$ cat src/rtl/regfile_mp.sv
// regfile_mp
// Multi-read-port architectural register file with a pending-write scoreboard.
// It has write-to-read bypass, an optional hard-wired zero register, and two
// snoop outputs that mirror fixed entries. After reset a clear sequencer
// writes zero to every entry, one per cycle. Because of that, the storage
// array itself has no reset.
//
// Ports:
//   clk, rst         clock and asynchronous active-high reset
//   init_busy        high while the clear sequencer runs
//   rd_addr          NUM_RD packed read addresses (port i at [i*ADDR_W +: ADDR_W])
//   rd_data          NUM_RD packed registered read data
//   rd_pending       registered scoreboard bit for each read address
//   we/wr_addr/wr_data   write port
//   sb_set/sb_addr   marks an entry as having an outstanding producer
//   sys_call_reg     registered copy of entry SNOOP_A
//   std_out_address  registered copy of entry SNOOP_B
module regfile_mp #(
  parameter int DATA_W   = 32,
  parameter int ADDR_W   = 5,
  parameter int NUM_RD   = 2,
  parameter int ZERO_REG = 1,
  parameter int SNOOP_A  = 2,
  parameter int SNOOP_B  = 4
) (
  input  logic                       clk,
  input  logic                       rst,
  output logic                       init_busy,
  input  logic [NUM_RD*ADDR_W-1:0]   rd_addr,
  output logic [NUM_RD*DATA_W-1:0]   rd_data,
  output logic [NUM_RD-1:0]          rd_pending,
  input  logic                       we,
  input  logic [ADDR_W-1:0]          wr_addr,
  input  logic [DATA_W-1:0]          wr_data,
  input  logic                       sb_set,
  input  logic [ADDR_W-1:0]          sb_addr,
  output logic [DATA_W-1:0]          sys_call_reg,
  output logic [DATA_W-1:0]          std_out_address
);

  localparam int DEPTH  = 2 ** ADDR_W;
  // The read ports and the two snoop taps share one lookup path.
  localparam int NUM_LK = NUM_RD + 2;

  typedef enum logic {CLEAR, READY} state_t;

  state_t                    state_q, state_d;
  logic [ADDR_W-1:0]         clear_cnt_q, clear_cnt_d;
  logic [DEPTH-1:0]          pending_q, pending_d;
  logic [NUM_RD*DATA_W-1:0]  rd_data_q, rd_data_d;
  logic [NUM_RD-1:0]         rd_pending_q, rd_pending_d;
  logic [DATA_W-1:0]         sys_call_q, sys_call_d;
  logic [DATA_W-1:0]         std_out_q, std_out_d;

  logic [DATA_W-1:0]         mem [DEPTH];
  logic                      mem_we;
  logic [ADDR_W-1:0]         mem_waddr;
  logic [DATA_W-1:0]         mem_wdata;

  logic                      ready;
  logic                      wr_valid;
  logic                      sb_valid;
  logic [ADDR_W-1:0]         lk_addr [NUM_LK];
  logic [DATA_W-1:0]         lk_data [NUM_LK];

  function automatic logic is_zero_reg(input logic [ADDR_W-1:0] a);
    return (ZERO_REG != 0) && (a == '0);
  endfunction

  // State and output registers; every externally visible register resets to zero.
  always_ff @(posedge clk or posedge rst) begin
    if (rst) begin
      state_q      <= CLEAR;
      clear_cnt_q  <= '0;
      pending_q    <= '0;
      rd_data_q    <= '0;
      rd_pending_q <= '0;
      sys_call_q   <= '0;
      std_out_q    <= '0;
    end else begin
      state_q      <= state_d;
      clear_cnt_q  <= clear_cnt_d;
      pending_q    <= pending_d;
      rd_data_q    <= rd_data_d;
      rd_pending_q <= rd_pending_d;
      sys_call_q   <= sys_call_d;
      std_out_q    <= std_out_d;
    end
  end

  // Next state: the sequencer walks every entry once, then moves to READY.
  // The counter wraps back to zero on the last entry.
  always_comb begin
    state_d     = state_q;
    clear_cnt_d = clear_cnt_q;
    if (state_q == CLEAR) begin
      clear_cnt_d = clear_cnt_q + 1'b1;
      if (clear_cnt_q == '1) begin
        state_d = READY;
      end
    end
  end

  // State-decoded outputs.
  always_comb begin
    init_busy = 1'b1;
    ready     = 1'b0;
    if (state_q == READY) begin
      init_busy = 1'b0;
      ready     = 1'b1;
    end
  end

  // Qualified write and scoreboard-set strobes. The zero register ignores both.
  always_comb begin
    wr_valid = ready && we && !is_zero_reg(wr_addr);
    sb_valid = ready && sb_set && !is_zero_reg(sb_addr);
  end

  // The storage write port is shared by the clear sequencer and the real write port.
  always_comb begin
    mem_we    = wr_valid;
    mem_waddr = wr_addr;
    mem_wdata = wr_data;
    if (!ready) begin
      mem_we    = 1'b1;
      mem_waddr = clear_cnt_q;
      mem_wdata = '0;
    end
  end

  // Storage array with no reset. The clear sequencer initialises it.
  always_ff @(posedge clk) begin
    if (mem_we) begin
      mem[mem_waddr] <= mem_wdata;
    end
  end

  // Collect lookup addresses: the read ports first, then the two snoop taps.
  always_comb begin
    for (int k = 0; k < NUM_RD; k++) begin
      lk_addr[k] = rd_addr[k*ADDR_W +: ADDR_W];
    end
    lk_addr[NUM_RD]     = ADDR_W'(SNOOP_A);
    lk_addr[NUM_RD + 1] = ADDR_W'(SNOOP_B);
  end

  // Lookup with bypass: a write to the same entry in this cycle wins over the array.
  always_comb begin
    for (int k = 0; k < NUM_LK; k++) begin
      lk_data[k] = '0;
      if (ready && !is_zero_reg(lk_addr[k])) begin
        if (wr_valid && (wr_addr == lk_addr[k])) begin
          lk_data[k] = wr_data;
        end else begin
          lk_data[k] = mem[lk_addr[k]];
        end
      end
    end
  end

  // Scoreboard update. The set is applied after the clear so that a new producer
  // in the same cycle overrides the retiring one.
  always_comb begin
    pending_d = pending_q;
    if (wr_valid) begin
      pending_d[wr_addr] = 1'b0;
    end
    if (sb_valid) begin
      pending_d[sb_addr] = 1'b1;
    end
  end

  // Next values of the output registers. Pending reflects the already-updated scoreboard.
  always_comb begin
    rd_data_d    = '0;
    rd_pending_d = '0;
    for (int i = 0; i < NUM_RD; i++) begin
      rd_data_d[i*DATA_W +: DATA_W] = lk_data[i];
      rd_pending_d[i]               = pending_d[lk_addr[i]];
    end
    sys_call_d = lk_data[NUM_RD];
    std_out_d  = lk_data[NUM_RD + 1];
  end

  assign rd_data         = rd_data_q;
  assign rd_pending      = rd_pending_q;
  assign sys_call_reg    = sys_call_q;
  assign std_out_address = std_out_q;

endmodule

$ cat config.mk
export PLATFORM = sky130hd
export DESIGN_NAME = regfile_mp
export DESIGN_NICKNAME = d
export VERILOG_FILES = /design/src/rtl/regfile_mp.sv
export SDC_FILE = /design/constraint.sdc
export NUM_CORES = 2
export LEC_CHECK = 0
export CORE_ASPECT_RATIO = 0.9
export CORE_UTILIZATION = 35
export DETAILED_ROUTE_END_ITERATION = 7
export GPL_TIMING_DRIVEN = 0
export PLACE_DENSITY = 0.48
export SLEW_MARGIN = 20
export SYNTH_ARGS = -nofsm -noshare
export SYNTH_HDL_FRONTEND = slang
export SYNTH_SLANG_ARGS = --single-unit
$ cat constraint.sdc
create_clock -name clk -period 6.9 [get_ports clk]
set_input_delay 1.035 -clock clk [delete_from_list [all_inputs] [get_ports clk]]
set_output_delay 1.035 -clock clk [all_outputs]
set_load 0.01 [all_outputs]
=== Word level (Yosys, flattened, before mapping) ===
Memories as Yosys holds them, arrays and structs flattened.
Index checks and enable logic that the tools add are counted.

* Input bits: 56
* Bits in writable memories: 1024
* Memories kept: 1
* Word-level logic and storage cells: 70
* Register bits: 168

{| class="wikitable"
|+ Memories
! name !! depth !! width !! rd ports !! clocked after Yosys merged registers in !! write ports !! line !! text
|-
| mem || 32 || 32 || 4 || 0 || 1 || 55 || <nowiki>logic [DATA_W-1:0] mem [DEPTH];</nowiki>
|}

* Equality and inequality tests: 5
* Mux-type cells: 27
* $lt $le $gt $ge: 6
* Bitwise gates (word level): 3
* Reductions and logical operators: 20
* Add/subtract/negate cells: 1

{| class="wikitable"
|+ Operator list
! kind !! count
|-
| 2-to-1 mux 32 bit || 11
|-
| AND 32 bit || 1
|-
| inverter 32 bit || 1
|-
| OR 32 bit || 1
|-
| less-than comparator 5 x 6 -> 1 bit, second input constant || 4
|-
| zero test 5 bit || 4
|-
| logical AND 1 bit || 12
|-
| 2-to-1 mux 1 bit || 11
|-
| binary-select mux 1 bit (select 5 bit) || 2
|-
| demux 1 bit (select 5 bit) || 2
|-
| == test 5 bit || 2
|-
| >= comparator 5 x 1 -> 1 bit, second input constant || 2
|-
| adder 5 x 1 -> 5 bit, second input constant || 1
|-
| == test 5 x 2 -> 1 bit, second input constant || 1
|-
| == test 5 x 3 -> 1 bit, second input constant || 1
|-
| == test 5 bit, second input constant || 1
|-
| 2-to-1 mux 5 bit || 1
|-
| zero test 1 bit || 4
|}

=== Longest topological paths before layout ===
* Word-level depth: 11
* Gate-level depth with buffers: 9
* Gate-level depth less buffers: 6

=== Least setup slack after synthesis ===
No wires, ideal clock.

* Kind: input port to flip-flop
* Start point: input wr_addr[1]
* End point: memory mem[0][0], enable pin
* Setup slack: 3.340 ns
* Stages on the path: 5
* Required time: 6.479 ns
* Path buffers: 1
* Data arrival time: 3.139 ns
* Cells stage by stage: buf_2 o311ai_2 o22ai_1 nand2_1 nor2_1

* Longest elaborated chain between the ends: 6
* Elaborated cells between the ends (all ways): 7

{| class="wikitable"
|+ Ends and longest elaborated chain
! item !! line !! text
|-
| start, declared || 33 || <nowiki>input logic [ADDR_W-1:0] wr_addr,</nowiki>
|-
| zero test 5 bit || 67 || <nowiki>return (ZERO_REG != 0) && (a == '0);</nowiki>
|-
| zero test 1 bit || 116 || <nowiki>wr_valid = ready && we && !is_zero_reg(wr_addr);</nowiki>
|-
| logical AND 1 bit || 116 ||
|-
| 2-to-1 mux 1 bit || 125 || <nowiki>if (!ready) begin</nowiki>
|-
| 2-to-1 mux 1 bit || 134 || <nowiki>if (mem_we) begin</nowiki>
|-
| 2-to-1 mux 1 bit (not written as such) || 135 || <nowiki>mem[mem_waddr] <= mem_wdata;</nowiki>
|-
| end, declared || 55 ||
|}

Parallel ways exist; a longest one is shown, timed or not.

==> impl_results.md <==
* # fillers at approximately 14,000
* H-tree depth at 4
* Count of cell types in the netlist at between 60 and 70
* Nets@finish at between 3,000 and 4,000
* Yosys reg bits at 1,192
* Ys Warns at 0
* Int Power at between 10,000 and 15,000 uW
* Post-placement worst setup slack at about 1.2 ns
* Final Wtd Congestion at slightly above 0.9
* Net Sw Frac at between 20 and 30%
* DRT Pass-1 Iters at 7
* CTS sink count at between 1,000 and 1,500
* DR vias at about 39,000
* Status: completed
* Setup crit start kind: input port
* Worst Max-Slew Pin Slew at around 1.4 ns
* Worst setup path class: in -> reg
* Hold Violations, Final at 0
* Routed WL per cell at about 40 um
* Post-DP Area at a little over 60,000 um^2
* Cell area power density at between 200 and 300 nW/um^2
* Post-DP HPWL at 175,000 um
* Largest area contributor in the synthesized netlist: edfxtp_1
* DR iter-0 viols at approximately 5,300
* Clock transition at the registers of the reported paths at 0.06 ns
* Worst Path Required at 7.56 ns
* Max_slew headroom at under 10%
* Layout cells sized above 1 at between 20 and 25%
* Most flop-heavy register: mem
* Sequential Power Share at between 40% and 50%
* Final setup vio count at 0
* Core Rows at about 140
* Max Cap Viol at 0
* CTS buffer count at between 100 and 150
* Primary FF master, synth: edfxtp_1
* Antenna Nets Post-Route at 0
* Area Overhead vs Synth at 19.6%
* Power share of the combinational group at a little over a tenth
* Cts repair resizes at 0
* Initial Utilization at between 30% and 40%
* Ranking of synthesized cells by area: edfxtp_1 56%, mux4_2 11%, mux2i_1 8.2%
* Period utilization at around three quarters
* Share of the synthesized area in the top cell type at between 50% and 60%
* Worst endpoint data arrival time at ~6 ns
* Initial antenna violation count at 15
* Highest Clock Rate at approximately 190 MHz
* Die area at 159,000 um^2
* Critical path endpoint category: flop
* First-pass GRT wire length at 323,000 um
* Setup Buffers After CTS at 0
* Clock Skew at between 0.02 and 0.03 ns
* Vias/cell at between 6 and 7
* Pin count of the biggest net entering global routing at 93
* Clk_lat worst skew at 0.80 ns
* RSZ-0062 raised after global routing: no
* Psw at between 4000 and 5000 uW
* Synth async-reset ratio at around 14%
* Post-Syn Area at 55,100 um^2
* DIE HEIGHT at about 380 um
* Number of flops mapped to enable cells by yosys at a little over 1,000
* Clock Path Buffers at 3
* Final std cells w/o fill at between 6,000 and 7,000
* Setup ws final at approximately 1.6 ns
* Core area at 156,000 um^2
* Final min period at 5.26 ns
* Hold Crit Class: reg -> reg
* Routed WL at 243,000 um
* P_leak at roughly 0.022 uW
* Maximum VDD drop at 237 uV
* DRC at 0
* Clk root buf: clkbuf_16
* Clock power share at a little over two fifths
* Syn Nets at 3,566
* Sequential fraction of the synthesis area at between 60 and 70%
* Hold Buf Count CTS at 0
* Final Slew Violations at 0
* GRT overflow at 0
* Avg Cell Area, Syn at between 15 and 20 um^2
* Final core utilization at 42.3%
* Crit path max fanout at 10
* Post-Syn Instances at 3,508
* Gr usage total at between 30 and 40%
* Final Cell Area at approximately 66,000 um^2
* Vias in the first global route at roughly 37,000
* Die X-Extent at between 400 and 500 um
* Placed Cells at about 5,800
* Largest register FFs at about 1,000
* IO buf count at approximately 180
* IO Pins at around 190
* CTS tree: done
-- layout by cell type (no fill, tap or decap), drive strengths merged, types with 3 or more instances in the layout --
| cell type | Yosys | layout |
|---|---|---|
| a22o | 3 | 3 |
| clkinv | 3 | 42 |
| a21oi | 131 | 131 |
| nand3 | 75 | 75 |
| a31oi | 5 | 5 |
| bufinv | 0 | 8 |
| nand2 | 147 | 147 |
| a221oi | 192 | 192 |
| or3b | 3 | 3 |
| clkbuf | 167 | 366 |
| mux4 | 263 | 263 |
| dfrtp | 168 | 168 |
| or2 | 6 | 6 |
| o21ai | 188 | 188 |
| a32oi | 3 | 3 |
| o211ai | 75 | 75 |
| edfxtp | 1024 | 1024 |
| nor2b | 4 | 4 |
| a22oi | 129 | 129 |
| nand3b | 4 | 4 |
| clkdlybuf4s50 | 0 | 178 |
| nor2 | 115 | 115 |
| nor3 | 8 | 8 |
| diode | 0 | 3 |
| and2 | 33 | 33 |
| xnor2 | 9 | 9 |
| inv | 10 | 13 |
| and3 | 4 | 4 |
| nand2b | 3 | 3 |
| xor2 | 4 | 4 |
| mux2 | 66 | 66 |
| buf | 115 | 184 |
| a32o | 66 | 66 |
| nor4 | 4 | 4 |
| nand4 | 3 | 3 |
| mux2i | 449 | 449 |
-- cell families after synthesis --
family	Yosys count	share of synthesized area, %
muxes	778	20.3
AOI/OAI and AO/OA	812	10.4
and+or+nand+nor	416	3.45
DFF	1192	63.4
buffers and inverters	295	2.21
adders and majority gates	2	0.0454
xor gates and xnor gates	13	0.207
-- metal layers --
metal  track usage, %  share of wire, %  up-vias
met5                0             0.018        -
met4             13.9               5.0        6
met3             6.50               9.6      481
met2             45.3                44     2440
met1             42.2                41    20600
li1                 -                 -    15300
-- worst paths after layout --
check                        startpoint                  to  slack (ns)  cells past startpoint
setup / recovery             rd_addr[1]         rd_data[30]        1.64                      9
hold / removal             pending_q[0]        pending_q[0]        0.49                      1
setup reg to reg                state_q         rd_data[35]        2.55                      5
hold reg to reg            pending_q[0]        pending_q[0]        0.49                      1
max in group asynchronous           rst  std_out_address[8]        5.19                      3
min in group asynchronous           rst         rd_data[60]        0.73                      2
-- cell type report --
| cell class | count | area, um^2 | share of cell area, % |
|---|---|---|---|
| clock buffers | 196 | 4000 | 6.07 |
| plain buffers | 282 | 1240 | 1.88 |
| repair buffers | 250 | 3280 | 4.98 |
| clock inverters | 50 | 492 | 0.746 |
| well taps | 2085 | 2610 | 3.96 |
| diodes | 3 | 7.51 | 0.0114 |
| inverters | 13 | 56.3 | 0.0854 |
| flip-flops and latches | 1192 | 35000 | 53.0 |
| multi-input cells | 2021 | 19300 | 29.2 |
-- Yosys cell counts (66+ instances only) --
master,instances
a221oi_1,192
o211ai_1,75
nor2_1,115
edfxtp_1,1024
nand2_1,147
mux4_2,263
buf_2,82
nand3_1,75
mux2i_1,449
dfrtp_1,168
a32o_1,66
a21oi_1,131
mux2_2,66
clkbuf_1,167
a22oi_1,129
o21ai_0,186
-- stage by stage --
| step | hold slack (ns) | TNS (ns) | total power [uW] |
|---|---|---|---|
| after floorplan | 0.446 | 0 | 8990 |
| after global placement | 0.461 | -329.01 | 9860 |
| after detailed placement | 0.477 | 0 | 9900 |
| after CTS | 0.491 | 0 | 17200 |
| after global routing | 0.522 | 0 | 17600 |
| final | 0.490 | 0 | 17200 |
-- power by group through the flow --
stage	Clock, uW	Combinational, uW	Sequential (uW)
after floorplan	0	865	8130
after global placement	0	1750	8110
after detailed placement	0	1800	8100
after CTS	7470	1800	7960
after global routing	7730	1890	7960
final	7420	1840	7950
-- critical path, stage by stage --
cell             delay [ns]
clkdlybuf4s50_1        0.43
clkbuf_2               0.44
nor2_1                 0.58
clkbuf_1               0.89
clkbuf_1               0.98
a221oi_1               0.50
a22oi_1                0.29
o211ai_1               0.28
a32o_1                 0.43
No activity file was read; power rests on OpenSTA's default activity.
